===== config.mk =====
export PLATFORM = sky130hd
export DESIGN_NAME = video_pattern_gen_flat
export DESIGN_NICKNAME = d
export VERILOG_FILES = /design/src/rtl/video_pattern_gen_if.sv /design/src/rtl/video_pattern_gen.sv /design/src/flat_wrapper.sv
export SDC_FILE = /design/constraint.sdc
export NUM_CORES = 1
export LEC_CHECK = 0
export CORE_UTILIZATION = 34
export DETAILED_ROUTE_END_ITERATION = 10
export DONT_BUFFER_PORTS = 1
export PLACE_DENSITY = 0.44
export SKIP_CTS_REPAIR_TIMING = 1
export SLEW_MARGIN = 20
export SYNTH_ARGS = -nofsm -noshare
export SYNTH_HDL_FRONTEND = slang
export SYNTH_SLANG_ARGS = --single-unit

===== constraint.sdc =====
create_clock -name clock -period 10.2 [get_ports clock]
set_clock_uncertainty 0.15 [all_clocks]
set_input_delay 2.04 -clock clock [delete_from_list [all_inputs] [get_ports clock]]
set_output_delay 2.04 -clock clock [all_outputs]
set_load 0.005 [all_outputs]

===== src/rtl/video_pattern_gen_if.sv =====
// Video output bus from the pattern generator to the display encoder.
interface video_pattern_gen_if #(
   parameter int unsigned COLOR_BITS = 8
);
   logic [COLOR_BITS-1:0] red;
   logic [COLOR_BITS-1:0] green;
   logic [COLOR_BITS-1:0] blue;
   logic                  de;
   logic                  hsync;
   logic                  vsync;
   logic                  starttrigger;
   logic                  frame_start;

   modport master (output red, green, blue, de, hsync, vsync, starttrigger, frame_start);
   modport slave  (input  red, green, blue, de, hsync, vsync, starttrigger, frame_start);
endinterface


===== src/rtl/video_pattern_gen.sv =====
// Raster timing generator with frame-shadowed runtime timing and four test patterns,
// delivered through a fixed-latency output pipeline.
module video_pattern_gen #(
   parameter int unsigned CNT_W       = 12,
   parameter int unsigned COLOR_BITS  = 8,
   parameter int unsigned PIPE_DELAY  = 2,
   parameter int unsigned CHECK_SHIFT = 5
) (
   input  logic             clock,
   input  logic             reset,
   input  logic [CNT_W-1:0] h_sync,
   input  logic [CNT_W-1:0] h_back_porch,
   input  logic [CNT_W-1:0] h_active,
   input  logic [CNT_W-1:0] h_total,
   input  logic [CNT_W-1:0] v_sync,
   input  logic [CNT_W-1:0] v_back_porch,
   input  logic [CNT_W-1:0] v_active,
   input  logic [CNT_W-1:0] v_total,
   input  logic             h_sync_pol,
   input  logic             v_sync_pol,
   input  logic [1:0]       pattern_mode,
   input  logic [CNT_W-1:0] box_x0,
   input  logic [CNT_W-1:0] box_x1,
   input  logic [CNT_W-1:0] box_y0,
   input  logic [CNT_W-1:0] box_y1,
   input  logic [CNT_W-1:0] bar_width,
   input  logic [7:0]       flash_interval,
   video_pattern_gen_if.master vid
);
   localparam int unsigned L  = PIPE_DELAY + 1;
   localparam int unsigned SW = CNT_W + 2;
   localparam int unsigned PW = 3 * COLOR_BITS + 5;

   logic [CNT_W-1:0] hs_s, hbp_s, ha_s, ht_s, vs_s, vbp_s, va_s, vt_s;
   logic [CNT_W-1:0] bx0_s, bx1_s, by0_s, by1_s, bw_s;
   logic             hpol_s, vpol_s;
   logic [1:0]       mode_s;

   logic [CNT_W-1:0] x, y, xpos, ypos;
   logic [7:0]       fc, fc_n;
   logic             box_on, box_on_n, trig_pend;
   logic [2:0]       bar_idx, bar_idx_n, cur_idx;
   logic [CNT_W-1:0] bar_cnt, bar_cnt_n, cur_cnt, bw_eff;
   logic             wrap_x, wrap_y, frame_wrap, act, st0;
   logic [SW-1:0]    h_start, h_end, v_start, v_end;
   logic [2:0]       rgb_on;
   logic [COLOR_BITS-1:0] r0, g0, b0;
   logic [PW-1:0]    s0, rst_word;
   logic [PW-1:0]    pipe [L];

   always_comb begin
      wrap_x     = (SW'(x) + SW'(1)) >= SW'(ht_s);
      wrap_y     = (SW'(y) + SW'(1)) >= SW'(vt_s);
      frame_wrap = wrap_x && wrap_y;
   end

   // Flash phase: fc counts frames within a phase, box_on flips at each phase end
   always_comb begin
      fc_n     = fc;
      box_on_n = box_on;
      if (flash_interval == 8'd0) begin
         fc_n     = 8'd0;
         box_on_n = 1'b0;
      end else if (fc >= flash_interval - 8'd1) begin
         fc_n     = 8'd0;
         box_on_n = ~box_on;
      end else begin
         fc_n = fc + 8'd1;
      end
   end

   always_ff @(posedge clock) begin
      if (reset || frame_wrap) begin
         hs_s   <= h_sync;
         hbp_s  <= h_back_porch;
         ha_s   <= h_active;
         ht_s   <= h_total;
         vs_s   <= v_sync;
         vbp_s  <= v_back_porch;
         va_s   <= v_active;
         vt_s   <= v_total;
         hpol_s <= h_sync_pol;
         vpol_s <= v_sync_pol;
         mode_s <= pattern_mode;
         bx0_s  <= box_x0;
         bx1_s  <= box_x1;
         by0_s  <= box_y0;
         by1_s  <= box_y1;
         bw_s   <= bar_width;
      end
   end

   always_ff @(posedge clock) begin
      if (reset) begin
         x         <= '0;
         y         <= '0;
         fc        <= '0;
         box_on    <= 1'b0;
         trig_pend <= 1'b0;
         bar_idx   <= '0;
         bar_cnt   <= '0;
      end else begin
         bar_idx <= bar_idx_n;
         bar_cnt <= bar_cnt_n;
         if (act) trig_pend <= 1'b0;
         if (wrap_x) begin
            x <= '0;
            y <= wrap_y ? '0 : y + CNT_W'(1);
         end else begin
            x <= x + CNT_W'(1);
         end
         if (frame_wrap) begin
            fc        <= fc_n;
            box_on    <= box_on_n;
            trig_pend <= box_on_n & ~box_on;
         end
      end
   end

   always_comb begin
      h_start = SW'(hs_s) + SW'(hbp_s);
      h_end   = h_start + SW'(ha_s);
      v_start = SW'(vs_s) + SW'(vbp_s);
      v_end   = v_start + SW'(va_s);
      xpos    = x - hs_s - hbp_s;
      ypos    = y - vs_s - vbp_s;
      act     = (SW'(x) >= h_start) && (SW'(x) < h_end) && (x < ht_s) &&
                (SW'(y) >= v_start) && (SW'(y) < v_end) && (y < vt_s);
   end

   // Bar index restarts at each line's first active pixel, then steps every bw_eff pixels
   always_comb begin
      bw_eff  = (bw_s == '0) ? CNT_W'(1) : bw_s;
      cur_idx = bar_idx;
      cur_cnt = bar_cnt;
      if (SW'(x) == h_start) begin
         cur_idx = '0;
         cur_cnt = '0;
      end
      bar_idx_n = cur_idx;
      bar_cnt_n = cur_cnt + CNT_W'(1);
      if (cur_cnt >= bw_eff - CNT_W'(1)) begin
         bar_cnt_n = '0;
         if (cur_idx != 3'd7) bar_idx_n = cur_idx + 3'd1;
      end
   end

   always_comb begin
      rgb_on = 3'b000;
      case (mode_s)
         2'd0: begin
            if (box_on && (xpos >= bx0_s) && (xpos < bx1_s) && (ypos >= by0_s) && (ypos < by1_s))
               rgb_on = 3'b111;
         end
         2'd1: begin
            case (cur_idx)
               3'd0:    rgb_on = 3'b111;
               3'd1:    rgb_on = 3'b110;
               3'd2:    rgb_on = 3'b011;
               3'd3:    rgb_on = 3'b010;
               3'd4:    rgb_on = 3'b101;
               3'd5:    rgb_on = 3'b100;
               3'd6:    rgb_on = 3'b001;
               default: rgb_on = 3'b000;
            endcase
         end
         2'd2:    rgb_on = {3{xpos[CHECK_SHIFT] ^ ypos[CHECK_SHIFT]}};
         default: rgb_on = 3'b000;
      endcase
      r0 = {COLOR_BITS{rgb_on[2]}};
      g0 = {COLOR_BITS{rgb_on[1]}};
      b0 = {COLOR_BITS{rgb_on[0]}};
      if (mode_s == 2'd3) begin
         r0 = xpos[COLOR_BITS-1:0];
         g0 = xpos[COLOR_BITS-1:0];
         b0 = xpos[COLOR_BITS-1:0];
      end
      if (!act) begin
         r0 = '0;
         g0 = '0;
         b0 = '0;
      end
      st0 = act && trig_pend && (mode_s == 2'd0);
      s0  = {st0, (x == '0) && (y == '0), (y < vs_s) ? vpol_s : ~vpol_s,
             (x < hs_s) ? hpol_s : ~hpol_s, act, r0, g0, b0};
      rst_word = {2'b00, ~v_sync_pol, ~h_sync_pol, 1'b0, {(3 * COLOR_BITS){1'b0}}};
   end

   // Output pipeline keeps every output aligned at latency L
   always_ff @(posedge clock) begin
      if (reset) begin
         for (int i = 0; i < int'(L); i++) pipe[i] <= rst_word;
      end else begin
         pipe[0] <= s0;
         for (int i = 1; i < int'(L); i++) pipe[i] <= pipe[i-1];
      end
   end

   assign vid.starttrigger = pipe[L-1][PW-1];
   assign vid.frame_start  = pipe[L-1][PW-2];
   assign vid.vsync        = pipe[L-1][PW-3];
   assign vid.hsync        = pipe[L-1][PW-4];
   assign vid.de           = pipe[L-1][PW-5];
   assign vid.red          = pipe[L-1][3*COLOR_BITS-1:2*COLOR_BITS];
   assign vid.green        = pipe[L-1][2*COLOR_BITS-1:COLOR_BITS];
   assign vid.blue         = pipe[L-1][COLOR_BITS-1:0];
endmodule


===== src/flat_wrapper.sv =====
// flat-port wrapper written by rule: the top's interface ports become plain ports
module video_pattern_gen_flat 
#(
   parameter int unsigned CNT_W       = 12,
   parameter int unsigned COLOR_BITS  = 8,
   parameter int unsigned PIPE_DELAY  = 2,
   parameter int unsigned CHECK_SHIFT = 5
)
  (clock, reset, h_sync, h_back_porch, h_active, h_total, v_sync, v_back_porch, v_active, v_total, h_sync_pol, v_sync_pol, pattern_mode, box_x0, box_x1, box_y0, box_y1, bar_width, flash_interval, vid_red, vid_green, vid_blue, vid_de, vid_hsync, vid_vsync, vid_starttrigger, vid_frame_start);
  video_pattern_gen_if #(.COLOR_BITS(COLOR_BITS)) vid_i ();
  input  logic clock;
  input  logic reset;
  input  logic [CNT_W-1:0] h_sync;
  input  logic [CNT_W-1:0] h_back_porch;
  input  logic [CNT_W-1:0] h_active;
  input  logic [CNT_W-1:0] h_total;
  input  logic [CNT_W-1:0] v_sync;
  input  logic [CNT_W-1:0] v_back_porch;
  input  logic [CNT_W-1:0] v_active;
  input  logic [CNT_W-1:0] v_total;
  input  logic h_sync_pol;
  input  logic v_sync_pol;
  input  logic [1:0] pattern_mode;
  input  logic [CNT_W-1:0] box_x0;
  input  logic [CNT_W-1:0] box_x1;
  input  logic [CNT_W-1:0] box_y0;
  input  logic [CNT_W-1:0] box_y1;
  input  logic [CNT_W-1:0] bar_width;
  input  logic [7:0] flash_interval;
  output wire logic [$bits(vid_i.red)-1:0] vid_red;
  output wire logic [$bits(vid_i.green)-1:0] vid_green;
  output wire logic [$bits(vid_i.blue)-1:0] vid_blue;
  output wire logic [$bits(vid_i.de)-1:0] vid_de;
  output wire logic [$bits(vid_i.hsync)-1:0] vid_hsync;
  output wire logic [$bits(vid_i.vsync)-1:0] vid_vsync;
  output wire logic [$bits(vid_i.starttrigger)-1:0] vid_starttrigger;
  output wire logic [$bits(vid_i.frame_start)-1:0] vid_frame_start;
  assign vid_red = vid_i.red;
  assign vid_green = vid_i.green;
  assign vid_blue = vid_i.blue;
  assign vid_de = vid_i.de;
  assign vid_hsync = vid_i.hsync;
  assign vid_vsync = vid_i.vsync;
  assign vid_starttrigger = vid_i.starttrigger;
  assign vid_frame_start = vid_i.frame_start;
  video_pattern_gen #(.CNT_W(CNT_W), .COLOR_BITS(COLOR_BITS), .PIPE_DELAY(PIPE_DELAY), .CHECK_SHIFT(CHECK_SHIFT)) u_core (.clock(clock), .reset(reset), .h_sync(h_sync), .h_back_porch(h_back_porch), .h_active(h_active), .h_total(h_total), .v_sync(v_sync), .v_back_porch(v_back_porch), .v_active(v_active), .v_total(v_total), .h_sync_pol(h_sync_pol), .v_sync_pol(v_sync_pol), .pattern_mode(pattern_mode), .box_x0(box_x0), .box_x1(box_x1), .box_y0(box_y0), .box_y1(box_y1), .bar_width(bar_width), .flash_interval(flash_interval), .vid(vid_i));
endmodule

Word-level counts from Yosys, hierarchy flattened

Memory sizes are Yosys's and may differ from the RTL's.
Cells that the tools add are included.

Register bits after elaboration: 209
Memory bits (writable): 87
Input port bits: 170
Output and inout port bits: 29
Memories: 1

Add/sub/neg operators: 17
Order comparisons: 16
Equal/unequal tests: 11
Multiplexer cells: 29
Bitwise operators: 10
Reduce and logical (&&, ||, !) cells: 23

Memories:

| memory      | depth | bits a word | read ports | clocked after Yosys merged registers in | wr ports | line                    | text |
|---|---|---|---|---|---|---|---|
| u_core.pipe | 3     | 29          | 3          | 0                                       | 3        | video_pattern_gen.sv:49 | `logic [PW-1:0] pipe [L];` |

Operator list:

| operator                                           | number |
|---|---|
| 2-to-1 mux 29 bit                                  | 3 |
| < comparator 12 bit                                | 6 |
| 2-to-1 mux 8 bit                                   | 8 |
| subtractor 12 bit                                  | 4 |
| adder 12 x 1 -> 12 bit, second input constant      | 3 |
| greater-or-equal comparator 12 bit                 | 3 |
| logical NOT 12 bit                                 | 3 |
| 2-to-1 mux 12 bit                                  | 3 |
| adder 14 x 12 -> 14 bit                            | 2 |
| greater-or-equal comparator 12 x 14 -> 1 bit       | 2 |
| greater-or-equal comparator 14 x 12 -> 1 bit       | 2 |
| < comparator 12 x 14 -> 1 bit                      | 2 |
| adder 12 x 1 -> 13 bit, second input constant      | 2 |
| adder 12 x 12 -> 13 bit                            | 2 |
| case mux 3 bit (7 select lines)                    | 1 |
| equality test 12 x 14 -> 1 bit                     | 1 |
| logical AND 1 bit                                  | 13 |
| 2-to-1 mux 3 bit                                   | 4 |
| subtractor 12 x 1 -> 12 bit, second input constant | 1 |
| equality test 3 bit, second input constant         | 3 |
| 2-to-1 mux 1 bit                                   | 9 |
| case mux 3 bit (3 select lines)                    | 1 |
| adder 8 x 1 -> 8 bit, second input constant        | 1 |
| greater-or-equal comparator 8 bit                  | 1 |
| 17 further kinds                                   | 26 |

Longest topological paths before layout

Word-level depth: 12
Depth in mapped cells: 26
Depth with buffers taken out: 23

Worst setup path after synthesis

No wires, ideal clock.

Kind: reg2reg
From: register u_core.y[1]
To: register u_core.bw_s[0] (enable)
Library setup time: 0.513 ns
Arrival time: 5.785 ns
Required time: 9.537 ns
Path slack: 3.752 ns
Cell stages (with the launch flop): 16
Cell sequence: dfxtp_1 -> and3_1 -> clkbuf_1 -> and3_1 -> nand3_1 -> inv_1 -> and3_1 -> xor2_1 -> ha_1 -> nand4_1 -> nor2_1 -> nand2_1 -> a21o_1 -> a2bb2oi_2 -> nor2_2 -> inv_1

Cells in the longest elaborated chain, start to end: 4

RTL lines:

| item                                         | line                     | text |
|---|---|---|
| start: declaration                           | video_pattern_gen.sv:39  | `logic [CNT_W-1:0] x, y, xpos, ypos;` |
| start signal: assignment                     | video_pattern_gen.sv:108 | `y <= wrap_y ? '0 : y + CNT_W'(1);` |
| adder 12 x 1 -> 13 bit                       | video_pattern_gen.sv:53  | `wrap_y = (SW'(y) + SW'(1)) >= SW'(vt_s);` |
| greater-or-equal comparator 14 x 12 -> 1 bit | video_pattern_gen.sv:53  |  |
| logical AND 1 bit                            | video_pattern_gen.sv:54  | `frame_wrap = wrap_x && wrap_y;` |
| logical OR 1 bit                             | video_pattern_gen.sv:73  | `if (reset \|\| frame_wrap) begin` |
| end signal: assignment                       | video_pattern_gen.sv:89  | `bw_s <= bar_width;` |
| end: declaration                             | video_pattern_gen.sv:35  | `logic [CNT_W-1:0] bx0_s, bx1_s, by0_s, by1_s, bw_s;` |

No other way between the ends.
A chain may end at the register's enable or synchronous reset.

Worst setup path after layout

From: register u_core.hs_s[0]
To: register u_core.bar_cnt[5]

Cells in the longest elaborated chain, start to end: 5

RTL lines:

| item                               | line                     | text |
|---|---|---|
| start: declaration                 | video_pattern_gen.sv:34  | `logic [CNT_W-1:0] hs_s, hbp_s, ha_s, ht_s, vs_s, vbp_s, va_s, vt_s;` |
| start signal: assignment           | video_pattern_gen.sv:74  | `hs_s <= h_sync;` |
| adder 12 x 12 -> 13 bit *          | video_pattern_gen.sv:121 | `h_start = SW'(hs_s) + SW'(hbp_s);` |
| equality test 12 x 14 -> 1 bit *   | video_pattern_gen.sv:136 | `if (SW'(x) == h_start) begin` |
| 2-to-1 mux 12 bit *                | video_pattern_gen.sv:136 |  |
| greater-or-equal comparator 12 bit | video_pattern_gen.sv:142 | `if (cur_cnt >= bw_eff - CNT_W'(1)) begin` |
| OR reduction 2 bit (no line)       | --                       |  |
| end signal: assignment             | video_pattern_gen.sv:104 | `bar_cnt <= bar_cnt_n;` |
| end: declaration                   | video_pattern_gen.sv:43  | `logic [CNT_W-1:0] bar_cnt, bar_cnt_n, cur_cnt, bw_eff;` |

Mark *: on every way between the ends. The rest lies on a longest branch, timed or not.

==> impl_metrics.json <==
{
  "status": "complete, but fails checks",
  "violations": "design-rule violations",
  "ys_seq_elements": 296,
  "fp.dieW_um": 234,
  "grt_max_degree": 98,
  "cts_buffer_depth": 3,
  "cp_slowest_cell": "fa_1",
  "relSlewSlack": 0.337,
  "clock_power_share": 0.368,
  "p_per_area_nw_per_um2": 183,
  "critPathMaxStageDelay_ns": 0.42,
  "synth_ff_type": "edfxtp_1",
  "cts.sink_count": 296,
  "core-area_um2": 52800,
  "grt_pass1_wl_um": 68800,
  "portBuffers": 0,
  "initial_core_util": 0.346,
  "ys_seq_area_frac": 0.413,
  "setup_ws_ns": 4.48,
  "largest_register_ffs": 87,
  "clockRootBuffer": "clkbuf_16",
  "path_cells": "ha_1, fa_1, a211oi_1, o21ai_1, a31oi_2, o21bai_1, a21oi_1, xnor2_1, inv_1, ha_1, nand3_1, nor4b_1, o211ai_1, buf_4, and2_1, ha_1, a21o_1, a211oi_1, o211a_1, nor2_1, o22ai_1, nand2b_1, nor3b_1",
  "wl_per_cell_um": 18.4,
  "muxShareOfSynthArea": 0.000549,
  "p_sw_uw": 1140,
  "drive_above_1_share": 0.0530,
  "peakVddDrop_mv": 0.116,
  "cts_buffers": 38,
  "finalHoldViolCount": 0,
  "worstSetupStartpointType": "flop",
  "yosys.area_share.simple": 0.119,
  "ios": 199,
  "rsz0062_at_grt": "no",
  "synth_edf_count": 160,
  "min_path_type": "flop to flop",
  "fin_setup_tns_ns": 0,
  "end_kind": "flop",
  "synth.most_common_cell": "ha_1",
  "drc_errors": 48,
  "fin_util": 0.381,
  "syn_inst": 1726,
  "async_flop_share": 0,
  "nFillCells": 5191,
  "syn_avg_cell_area_um2": 10.6,
  "gr-total-overflow": 0,
  "drt-total-wl_um": 44900,
  "synthTopCellsByCount": "ha_1, inv_1, edfxtp_1",
  "grt_pass1_vias": 12200,
  "place_congestion": 0.802,
  "synth-xor-area-share": 0.0547,
  "synth_fp_nets": 2209,
  "synth_warnings": 0,
  "cp_max_fo": 21,
  "yosysTopAreaCell": "edfxtp_1",
  "rows": 84,
  "dp.final_hpwl_um": 35200,
  "crit_type": "flop to flop",
  "clk_pin_slew_ns": 0.06,
  "die_h_um": 234,
  "p_comb_frac": 0.263,
  "vias": 12000,
  "yosys.area.top_type_share": 0.263,
  "cts_tree": "yes",
  "power_leakage_uw": 0.00895,
  "htreeDepth": 2,
  "ant_nets": 0,
  "synthAdderAreaFrac": 0.225,
  "synth.top_cells.by_area": "edfxtp_1, ha_1, dfxtp_1",
  "tightest_slew_ns": 0.989,
  "final_net_count": 2207,
  "cap_violations": 0,
  "power_uw": 3690,
  "top_register": "u_core.pipe",
  "initialDrtViolationCount": 613,
  "area_delta_synth_final_pct": 10.3,
  "dpl_worst_slack_ns": 4.46,
  "drv_slew": 0,
  "final-setup-viol-count": 0,
  "internal_power_uw": 2540,
  "antenna_found_initial": 1,
  "synth_compound_area_frac": 0.132,
  "ys_types": 90,
  "cp.arrival_ns": 6.04,
  "timing.final.crit_period_ns": 5.72,
  "max_freq_mhz": 175,
  "seqPwrFrac": 0.369,
  "routed_via_density": 4.91,
  "netlist_area_um2": 18200,
  "synth_top_family_by_area": "adder cells",
  "firstDrtPassIters": 8,
  "cp.required_ns": 10.52,
  "worst_skew_pair.late_latency_ns": 0.56,
  "path_common_cell": "ha_1",
  "track_usage": 0.166,
  "dieArea_um2": 54600,
  "swShare": 0.310,
  "period_share": 0.561
}
placed cells by master (no fill, tap or decap), types with 13 or more instances in the layout:
master,n
nand3_1,40
a21oi_1,110
nor4_1,13
a21o_1,42
inv_1,185
nand2b_1,24
nor2_1,69
nor3_1,25
and2_1,22
nand2_1,77
nor2b_1,70
xnor2_1,75
xor2_1,37
ha_1,287
clkbuf_16,39
dfxtp_1,136
fa_1,26
o21ai_1,16
o21a_1,21
nand4_1,21
o21ai_0,51
edfxtp_1,160
cell type report:
cell class / count / area (µm²) / share of cell area
timing repair buffer: 5 / 37.5 / 0.00187
clock buffer: 52 / 1060 / 0.0529
multi-input combinational: 1196 / 9710 / 0.483
tap: 688 / 861 / 0.0428
inverter: 187 / 707 / 0.0351
antenna: 3 / 7.51 / 0.000373
clock inverter: 18 / 203 / 0.0101
sequential: 296 / 7530 / 0.374
power by group through the flow:
| stage | clock network, µW | logic [µW] | registers, µW |
|---|---|---|---|
| floorplan | 0 | 743 | 1370 |
| CTS | 1410 | 984 | 1360 |
| finish | 1360 | 969 | 1360 |
| detailed placement | 0 | 977 | 1390 |
| global placement | 0 | 964 | 1380 |
| global route | 1450 | 1110 | 1360 |
path summary, 6_finish.rpt:
| kind | endpoint | slack, ns | start | cells after the start |
|---|---|---|---|---|
| setup / recovery | u_core.bar_cnt[5]$_SDFF_PP0_ | 4.48 | u_core.hs_s[0]$_DFFE_PP_ | 23 |
| hold / removal | u_core.pipe[0][54]$_DFF_P_ | 0.28 | u_core.pipe[0][25]$_DFF_P_ | 2 |
| setup reg to reg | u_core.bar_cnt[5]$_SDFF_PP0_ | 4.48 | u_core.hs_s[0]$_DFFE_PP_ | 23 |
| hold reg to reg | u_core.pipe[0][54]$_DFF_P_ | 0.28 | u_core.pipe[0][25]$_DFF_P_ | 2 |
cells by family after synthesis:
family	count (synthesis)
XOR/XNOR	113
AND/OR/NAND/NOR	409
buffers and inverters	234
flip-flops	296
adder cells (fa/ha/maj)	313
multiplexers	1
AO/OA/AOI/OAI	360
critical path, delay by kind of cell (launching register included):
kind,cells,cell delay [ns]
xor gates and xnor gates,1,0.18
AOI/OAI and AO/OA,10,2.04
and+or+nand+nor,6,1.25
DFF,1,0.41
adders and majority gates,4,1.27
buffers and inverters,2,0.34
routing by layer:
| layer | vias to the layer above | global-route usage | routed length [µm] |
|---|---|---|---|
| met4 | 0 | 0.0493 | 1000 |
| met3 | 62 | 0.0273 | 2040 |
| met5 | - | 0 | 0 |
| li1 | 6133 | - | - |
| met1 | 5591 | 0.225 | 21400 |
| met2 | 210 | 0.269 | 20500 |
per-stage QoR:
| step | cell area, µm² | hold WS (ns) | instances |
|---|---|---|---|
| final | 20100 | 0.284 | 2445 |
| after global routing | 20100 | 0.298 | 2442 |
| after CTS | 20100 | 0.284 | 2442 |
| after floorplan | 18200 | 0.264 | 1726 |
| after detailed placement | 18800 | 0.274 | 2372 |
| after global placement | 18800 | 0.268 | 2372 |
(Power assumes the default switching activity.)
